File: config.mk
export PLATFORM = sky130hd
export DESIGN_NAME = imem_fetch_ctrl_flat
export DESIGN_NICKNAME = d
export VERILOG_FILES = /design/src/rtl/imem_fetch_ctrl_pkg.sv /design/src/rtl/imem_fetch_ctrl_if.sv /design/src/rtl/imem_fetch_ctrl_fetch_out_stage.sv /design/src/rtl/imem_fetch_ctrl.sv /design/src/flat_wrapper.sv
export SDC_FILE = /design/constraint.sdc
export NUM_CORES = 1
export LEC_CHECK = 0
export BUFFER_PORTS_ARGS = -buffer_cell sky130_fd_sc_hd__buf_2
export CORE_MARGIN = 3
export CORE_UTILIZATION = 47
export DETAILED_ROUTE_END_ITERATION = 10
export PLACE_DENSITY = 0.94
export SLEW_MARGIN = 10
export SYNTH_ARGS = -nofsm -noshare
export SYNTH_HDL_FRONTEND = slang
export SYNTH_SLANG_ARGS = --single-unit
export TNS_END_PERCENT = 10
File: constraint.sdc
create_clock -name clk -period 4.65 [get_ports clk]
set_clock_uncertainty 0.15 [all_clocks]
set_input_delay 0.2325 -clock clk [delete_from_list [all_inputs] [get_ports clk]]
set_output_delay 0.2325 -clock clk [all_outputs]
set_load 0.005 [all_outputs]
File: src/rtl/imem_fetch_ctrl_pkg.sv
// -----------------------------------------------------------------------------
// mips_fetch_pkg
// Shared types and default sizes for the instruction-memory fetch controller.
//   fetch_state_t       : controller mode (IDLE, LOAD, RUN, HALT)
//   DEFAULT_WIDTH       : instruction word width
//   DEFAULT_INSTR_COUNT : memory depth in words (power of two)
//   DEFAULT_ADDR_W      : address width, log2 of the depth
//   DEFAULT_HALT_WORD   : instruction encoding that stops fetch
// -----------------------------------------------------------------------------
package mips_fetch_pkg;

    localparam int DEFAULT_WIDTH       = 32;
    localparam int DEFAULT_INSTR_COUNT = 32;
    localparam int DEFAULT_ADDR_W      = $clog2(DEFAULT_INSTR_COUNT);

    localparam logic [31:0] DEFAULT_HALT_WORD = 32'hFFFF_FFFF;

    typedef enum logic [1:0] {
        IDLE = 2'd0,
        LOAD = 2'd1,
        RUN  = 2'd2,
        HALT = 2'd3
    } fetch_state_t;

endpackage

File: src/rtl/imem_fetch_ctrl_if.sv
// -----------------------------------------------------------------------------
// imem_fetch_ctrl_if
// Bundles every non-clock signal of the fetch controller.
//   loader  : start, load_start, load_valid, load_data, load_done,
//             load_count, load_err
//   memory  : mem_addr, mem_read_en, mem_write_en, mem_wdata, mem_instr
//   decode  : if_valid, if_ready, if_instr, if_pc
//   control : redirect_valid, redirect_target, halted
// master = the fetch controller, slave = the surrounding core/testbench.
// -----------------------------------------------------------------------------
interface imem_fetch_ctrl_if
    import mips_fetch_pkg::*;
#(
    parameter int WIDTH  = DEFAULT_WIDTH,
    parameter int ADDR_W = DEFAULT_ADDR_W
) ();

    logic              start;
    logic              load_start;
    logic              load_valid;
    logic [WIDTH-1:0]  load_data;
    logic              load_done;
    logic [ADDR_W:0]   load_count;
    logic              load_err;

    logic [ADDR_W-1:0] mem_addr;
    logic              mem_read_en;
    logic              mem_write_en;
    logic [WIDTH-1:0]  mem_wdata;
    logic [WIDTH-1:0]  mem_instr;

    logic              if_valid;
    logic              if_ready;
    logic [WIDTH-1:0]  if_instr;
    logic [ADDR_W-1:0] if_pc;

    logic              redirect_valid;
    logic [ADDR_W-1:0] redirect_target;
    logic              halted;

    modport master (
        input  start, load_start, load_valid, load_data, load_done,
        input  mem_instr, if_ready, redirect_valid, redirect_target,
        output load_count, load_err,
        output mem_addr, mem_read_en, mem_write_en, mem_wdata,
        output if_valid, if_instr, if_pc, halted
    );

    modport slave (
        output start, load_start, load_valid, load_data, load_done,
        output mem_instr, if_ready, redirect_valid, redirect_target,
        input  load_count, load_err,
        input  mem_addr, mem_read_en, mem_write_en, mem_wdata,
        input  if_valid, if_instr, if_pc, halted
    );

endinterface

File: src/rtl/imem_fetch_ctrl_fetch_out_stage.sv
// -----------------------------------------------------------------------------
// fetch_out_stage
// Registered valid/ready output stage between the fetch port and decode.
//   clk, rst_n : clock, synchronous active-low reset
//   squash     : redirect taken - drop whatever is held
//   stop       : HALT word fetched - empty the stage, nothing captured
//   capture    : fetch slot this cycle - load instrIn/pcIn
//   instrIn    : word read from memory at pcIn
//   pcIn       : address of instrIn
//   ifValid    : stage holds an instruction for decode
//   ifInstr    : held instruction
//   ifPc       : address of the held instruction
// With none of squash/stop/capture the stage holds, which is how
// backpressure (valid && !ready) keeps the instruction stable.
// -----------------------------------------------------------------------------
module fetch_out_stage #(
    parameter int WIDTH  = 32,
    parameter int ADDR_W = 5
) (
    input  logic              clk,
    input  logic              rst_n,
    input  logic              squash,
    input  logic              stop,
    input  logic              capture,
    input  logic [WIDTH-1:0]  instrIn,
    input  logic [ADDR_W-1:0] pcIn,
    output logic              ifValid,
    output logic [WIDTH-1:0]  ifInstr,
    output logic [ADDR_W-1:0] ifPc
);

    always_ff @(posedge clk) begin
        if (!rst_n) begin
            ifValid <= 1'b0;
            ifInstr <= '0;
            ifPc    <= '0;
        end else if (squash || stop) begin
            // Data bits are left as-is; only valid matters once emptied.
            ifValid <= 1'b0;
        end else if (capture) begin
            ifValid <= 1'b1;
            ifInstr <= instrIn;
            ifPc    <= pcIn;
        end
    end

endmodule

File: src/rtl/imem_fetch_ctrl.sv
// -----------------------------------------------------------------------------
// imem_fetch_ctrl
// Sequencer and sole owner of the instruction memory port (async read,
// separate write). LOAD writes loader words from address 0 upward; RUN walks
// the PC and hands instructions to decode through fetch_out_stage.
//   clk   : single clock, rising edge
//   rst_n : synchronous active-low reset
//   bus   : imem_fetch_ctrl_if.master - loader, memory, decode and
//           redirect/halt signals (see the interface header)
// Memory strobes are decoded from the state alone, so a read and a write can
// never be issued in the same cycle.
// -----------------------------------------------------------------------------
module imem_fetch_ctrl
    import mips_fetch_pkg::*;
#(
    parameter int               WIDTH       = DEFAULT_WIDTH,
    parameter int               INSTR_COUNT = DEFAULT_INSTR_COUNT,
    parameter int               ADDR_W      = $clog2(INSTR_COUNT),
    parameter logic [WIDTH-1:0] HALT_WORD   = WIDTH'(DEFAULT_HALT_WORD)
) (
    input logic               clk,
    input logic               rst_n,
    imem_fetch_ctrl_if.master bus
);

    // Count value meaning "memory full"; needs the extra bit of loadCount.
    localparam logic [ADDR_W:0] FULL_COUNT = (ADDR_W + 1)'(INSTR_COUNT);

    fetch_state_t      state;
    fetch_state_t      nextState;
    logic [ADDR_W-1:0] pc;
    logic [ADDR_W:0]   loadCount;
    logic              loadErr;

    logic              ifValid;
    logic [WIDTH-1:0]  ifInstr;
    logic [ADDR_W-1:0] ifPc;

    logic              inRun;
    logic              canStart;
    logic              loadGo;
    logic              runGo;
    logic              fetch;
    logic              redirectHit;
    logic              haltHit;
    logic              canWrite;

    // start/load_start are only honoured while parked; load_start wins a tie.
    assign canStart    = (state == IDLE) || (state == HALT);
    assign loadGo      = canStart && bus.load_start;
    assign runGo       = canStart && bus.start && !bus.load_start;

    assign inRun       = (state == RUN);
    assign fetch       = inRun && (!ifValid || bus.if_ready);
    assign redirectHit = inRun && bus.redirect_valid;
    // A redirect on the same edge overrides the halt.
    assign haltHit     = fetch && !redirectHit && (bus.mem_instr == HALT_WORD);
    assign canWrite    = (state == LOAD) && bus.load_valid && (loadCount < FULL_COUNT);

    // -------------------------------------------------------------------------
    // FSM: state register
    // -------------------------------------------------------------------------
    // NOTE: sequential state uses <= so every register samples pre-edge values.
    always_ff @(posedge clk) begin
        if (!rst_n) begin
            state <= IDLE;
        end else begin
            state <= nextState;
        end
    end

    // -------------------------------------------------------------------------
    // FSM: next state
    // -------------------------------------------------------------------------
    always_comb begin
        // NOTE: default first so every path assigns and no latch is inferred.
        nextState = state;
        case (state)
            IDLE, HALT: begin
                if (bus.load_start) begin
                    nextState = LOAD;
                end else if (bus.start) begin
                    nextState = RUN;
                end
            end
            LOAD: begin
                if (bus.load_done) begin
                    nextState = IDLE;
                end
            end
            RUN: begin
                if (haltHit) begin
                    nextState = HALT;
                end
            end
            default: nextState = IDLE;
        endcase
    end

    // -------------------------------------------------------------------------
    // FSM: outputs (memory port)
    // -------------------------------------------------------------------------
    always_comb begin
        bus.mem_addr     = '0;
        bus.mem_read_en  = 1'b0;
        bus.mem_write_en = 1'b0;
        bus.mem_wdata    = '0;
        case (state)
            LOAD: begin
                bus.mem_addr     = loadCount[ADDR_W-1:0];
                bus.mem_wdata    = bus.load_data;
                bus.mem_write_en = canWrite;
            end
            RUN: begin
                bus.mem_addr    = pc;
                bus.mem_read_en = fetch;
            end
            default: ;
        endcase
    end

    assign bus.halted = (state == HALT);

    // -------------------------------------------------------------------------
    // Program counter: redirect beats halt beats fetch; otherwise hold.
    // -------------------------------------------------------------------------
    always_ff @(posedge clk) begin
        if (!rst_n) begin
            pc <= '0;
        end else if (runGo) begin
            pc <= '0;
        end else if (redirectHit) begin
            pc <= bus.redirect_target;
        end else if (fetch && !haltHit) begin
            // Natural wrap at INSTR_COUNT since pc is exactly ADDR_W bits.
            pc <= pc + ADDR_W'(1);
        end
    end

    // -------------------------------------------------------------------------
    // Load pointer and sticky overflow flag
    // -------------------------------------------------------------------------
    always_ff @(posedge clk) begin
        if (!rst_n) begin
            loadCount <= '0;
            loadErr   <= 1'b0;
        end else if (loadGo) begin
            loadCount <= '0;
            loadErr   <= 1'b0;
        end else if (canWrite) begin
            loadCount <= loadCount + (ADDR_W + 1)'(1);
        end else if ((state == LOAD) && bus.load_valid) begin
            // Word offered with memory already full: dropped, count holds.
            loadErr <= 1'b1;
        end
    end

    assign bus.load_count = loadCount;
    assign bus.load_err   = loadErr;

    // -------------------------------------------------------------------------
    // Output stage to decode
    // -------------------------------------------------------------------------
    fetch_out_stage #(
        .WIDTH  (WIDTH),
        .ADDR_W (ADDR_W)
    ) outStage (
        .clk     (clk),
        .rst_n   (rst_n),
        .squash  (redirectHit),
        .stop    (haltHit),
        .capture (fetch),
        .instrIn (bus.mem_instr),
        .pcIn    (pc),
        .ifValid (ifValid),
        .ifInstr (ifInstr),
        .ifPc    (ifPc)
    );

    assign bus.if_valid = ifValid;
    assign bus.if_instr = ifInstr;
    assign bus.if_pc    = ifPc;

endmodule

File: src/flat_wrapper.sv
// flat-port wrapper written by rule: the top's interface ports become plain ports
module imem_fetch_ctrl_flat import mips_fetch_pkg::*;
#(
    parameter int               WIDTH       = DEFAULT_WIDTH,
    parameter int               INSTR_COUNT = DEFAULT_INSTR_COUNT,
    parameter int               ADDR_W      = $clog2(INSTR_COUNT),
    parameter logic [WIDTH-1:0] HALT_WORD   = WIDTH'(DEFAULT_HALT_WORD)
)
  (clk, rst_n, bus_start, bus_load_start, bus_load_valid, bus_load_data, bus_load_done, bus_mem_instr, bus_if_ready, bus_redirect_valid, bus_redirect_target, bus_load_count, bus_load_err, bus_mem_addr, bus_mem_read_en, bus_mem_write_en, bus_mem_wdata, bus_if_valid, bus_if_instr, bus_if_pc, bus_halted);
  imem_fetch_ctrl_if #(.WIDTH(WIDTH), .ADDR_W(ADDR_W)) bus_i ();
  input logic clk;
  input logic rst_n;
  input wire logic [$bits(bus_i.start)-1:0] bus_start;
  input wire logic [$bits(bus_i.load_start)-1:0] bus_load_start;
  input wire logic [$bits(bus_i.load_valid)-1:0] bus_load_valid;
  input wire logic [$bits(bus_i.load_data)-1:0] bus_load_data;
  input wire logic [$bits(bus_i.load_done)-1:0] bus_load_done;
  input wire logic [$bits(bus_i.mem_instr)-1:0] bus_mem_instr;
  input wire logic [$bits(bus_i.if_ready)-1:0] bus_if_ready;
  input wire logic [$bits(bus_i.redirect_valid)-1:0] bus_redirect_valid;
  input wire logic [$bits(bus_i.redirect_target)-1:0] bus_redirect_target;
  output wire logic [$bits(bus_i.load_count)-1:0] bus_load_count;
  output wire logic [$bits(bus_i.load_err)-1:0] bus_load_err;
  output wire logic [$bits(bus_i.mem_addr)-1:0] bus_mem_addr;
  output wire logic [$bits(bus_i.mem_read_en)-1:0] bus_mem_read_en;
  output wire logic [$bits(bus_i.mem_write_en)-1:0] bus_mem_write_en;
  output wire logic [$bits(bus_i.mem_wdata)-1:0] bus_mem_wdata;
  output wire logic [$bits(bus_i.if_valid)-1:0] bus_if_valid;
  output wire logic [$bits(bus_i.if_instr)-1:0] bus_if_instr;
  output wire logic [$bits(bus_i.if_pc)-1:0] bus_if_pc;
  output wire logic [$bits(bus_i.halted)-1:0] bus_halted;
  assign bus_i.start = bus_start;
  assign bus_i.load_start = bus_load_start;
  assign bus_i.load_valid = bus_load_valid;
  assign bus_i.load_data = bus_load_data;
  assign bus_i.load_done = bus_load_done;
  assign bus_i.mem_instr = bus_mem_instr;
  assign bus_i.if_ready = bus_if_ready;
  assign bus_i.redirect_valid = bus_redirect_valid;
  assign bus_i.redirect_target = bus_redirect_target;
  assign bus_load_count = bus_i.load_count;
  assign bus_load_err = bus_i.load_err;
  assign bus_mem_addr = bus_i.mem_addr;
  assign bus_mem_read_en = bus_i.mem_read_en;
  assign bus_mem_write_en = bus_i.mem_write_en;
  assign bus_mem_wdata = bus_i.mem_wdata;
  assign bus_if_valid = bus_i.if_valid;
  assign bus_if_instr = bus_i.if_instr;
  assign bus_if_pc = bus_i.if_pc;
  assign bus_halted = bus_i.halted;
  imem_fetch_ctrl #(.WIDTH(WIDTH), .INSTR_COUNT(INSTR_COUNT), .ADDR_W(ADDR_W), .HALT_WORD(HALT_WORD)) u_core (.clk(clk), .rst_n(rst_n), .bus(bus_i));
endmodule
==> run summary <==
Final hold vios: 0
Pleak: 0.001748 uW
Per-cell routed wire length: 14.25 um
Routed vias: 2681
Sequential fraction of the synthesis area: 0.3908
CTS Hold Bufs: 0
Max-cap violations: 0
Outcome: complete, no violations
DR pass1 iterations: 5
Peak fanout along the critical path: 23
H-Tree Level Count: 2
Max clock buf depth: 2
Fillers: 456
Initial antenna violation count: 0
RD Place Congestion: 0.8500
# nets final: 546
Final Cycle Share: 0.6753
CP Launch Type: flop
Vias per inst: 5.011
First-pass GRT wire length: 11720 um
Internal: 881.6 uW
Row cnt: 26
Syn_nets: 397
DIE HEIGHT: 81.29 um
Asr flop ratio synth: 0
Clock Power Share: 0.191
Clock latency at the later pin of the worst-skew pair: 0.30 ns
P per Cell Area: 388.0 nW/um^2
Finished Core Util: 0.6654
Synth warn: 0
Achievable Freq: 318.5 MHz
Switching share of power: 0.3560
EDFF count, synth: 0
HP Class: input pin to flop
Library cells used by synthesis: 41
Post-CTS setup buffers: 0
Commonest non-fill, non-tap cell in the layout: buf_2
Worst Path Arrival: 3.22 ns
Largest net degree at the start of global routing: 80
DR DRC count: 0
Post-CTS sizing: 0
Post-route antenna net violation count: 0
Crit Path Class: flop to flop
DP Wirelength: 6038 um
Worst VDD drop: 0.0001736 V
Total CTS buffers: 5
CTS clk-pin slew, worst paths: 0.10 ns
Gate Count Post-Synth: 315
Slew headroom: 0.3307
N_diodes: 0
Grt ovf: 0
Pins Over Slew Limit: 0
Post-Place Cell Area: 3437 sq um
Area growth syn-to-layout: 32.46%
Layout cells sized above 1: 0.3785
Setup violators final: 0
# IOs: 162
Most frequent cells in the layout: buf_2 (161), nand2_1 (80), dfxtp_1 (52)
Worst-Margin Slew: 1.004 ns
Tmin final: 3.140 ns
Vias in the first global route: 2475
Gate power share: 0.380
Chip width: 81.29 um
Core area: 5303 sq um
Drt first-iter violations: 124
Top FF cell, synth: dfxtp_1
Worst Path Required: 4.73 ns
Total negative setup slack: 0 ns
RSZ-0062 raised after global routing: false
Fin area: 3528 sq um
Final WL: 7623 um
Die footprint: 6607 sq um
Root buf cell: clkbuf_8
Starting Density: 0.5024
Cell area after synthesis: 2664 sq um
Avg Inst Size Synth: 8.457 sq um
Yosys reg bits: 52
Port Buffer Count: 161
Net Sw Power: 487.4 uW
CTS sink count: 52
CP endpoint kind: flop
Tot GR Track Use: 0.2228
TritonCTS clock tree: done
Reg power frac: 0.429
Yosys cell counts (all sizes together) (2+ instances only):
cell	n	area share
nor2	17	0.027
ha	5	0.023
or3	2	0.0047
dfxtp	52	0.39
a211oi	2	0.0075
clkbuf	15	0.021
mux2i	39	0.15
a31oi	5	0.012
nor4	2	0.0094
xnor2	2	0.0066
o21ai	11	0.021
nand4	9	0.021
nand2	80	0.11
a22oi	5	0.014
buf	6	0.030
inv	7	0.0099
a21oi	2	0.0038
a21boi	2	0.0056
xor2	2	0.0066
and2	35	0.082
state kept, by name, indices dropped and copies added, names as in the netlist:
signal	count
u_core.outStage.ifInstr	32
u_core.outStage.ifValid	1
u_core.pc	5
u_core.state	2
u_core.bus.load_err	1
u_core.bus.load_count	6
u_core.outStage.ifPc	5
power groups by stage:
stage / Clock [uW] / Combinational, uW / Sequential (uW)
after floorplan: 0 / 336 / 592
after global placement: 0 / 498 / 593
after detailed placement: 0 / 516 / 598
after CTS: 265 / 520 / 588
after global routing: 284 / 577 / 598
final: 261 / 520 / 588
critical path, cell delays in order, from the launching register on:
cell and delay, ns:
dfxtp_1 0.34, inv_1 0.09, ha_1 0.40, nand2_1 0.26, o211ai_2 0.18, and3b_1 0.32, nor2_4 0.66, buf_4 0.42
mux2i_1 0.24
layout make-up:
| type | count | area [sq um] | area share |
|---|---|---|---|
| inverter | 7 | 26.28 | 0.007447 |
| sequential | 52 | 1041 | 0.2950 |
| tap | 70 | 87.58 | 0.02482 |
| clock buffer | 5 | 68.82 | 0.01950 |
| clock inverter | 3 | 22.52 | 0.006383 |
| multi-input combinational | 235 | 1461 | 0.4142 |
| timing repair buffer | 163 | 820.8 | 0.2326 |
worst paths after layout:
check	cells past startpoint	slack, ns	startpoint	end
hold reg to reg	2	0.31	u_core.outStage.ifPc[3]$_SDFFE_PN0P_	u_core.outStage.ifPc[3]$_SDFFE_PN0P_
setup / recovery	8	1.51	u_core.state[0]$_SDFFE_PN0P_	u_core.outStage.ifInstr[8]$_SDFFE_PN0P_
setup reg to reg	8	1.51	u_core.state[0]$_SDFFE_PN0P_	u_core.outStage.ifInstr[8]$_SDFFE_PN0P_
hold / removal	3	0.02	bus_mem_instr[24]	u_core.outStage.ifInstr[24]$_SDFFE_PN0P_
cell families after synthesis:
group	share of synthesized area
AND/OR/NAND/NOR	0.2804
multiplexers	0.1465
XOR/XNOR	0.01315
flip-flops	0.3908
adder cells (fa/ha/maj)	0.02349
buffers and inverters	0.06059
AO/OA/AOI/OAI	0.08502
stage by stage:
step | setup slack, ns | instances | total power, uW | hold WS (ns)
after global placement | 1.688 | 527 | 1092 | 0.2885
final | 1.510 | 535 | 1369 | 0.01889
after CTS | 1.537 | 535 | 1373 | 0.01716
after floorplan | 2.661 | 315 | 927.8 | 0.2246
after detailed placement | 1.579 | 527 | 1114 | 0.2951
after global routing | 1.263 | 535 | 1459 | 0.02671
layer usage:
metal  part of all wire  vias up  wire length (um)  global-route usage
met5                  0        -                 0                   0
met4              0.012        0                93             0.06250
met3              0.047        9               356             0.02439
met2               0.51       79              3862              0.3795
met1               0.43     1239              3311              0.2970
li1                   -     1354                 -                   -
Power figures use the tool's default switching activity.
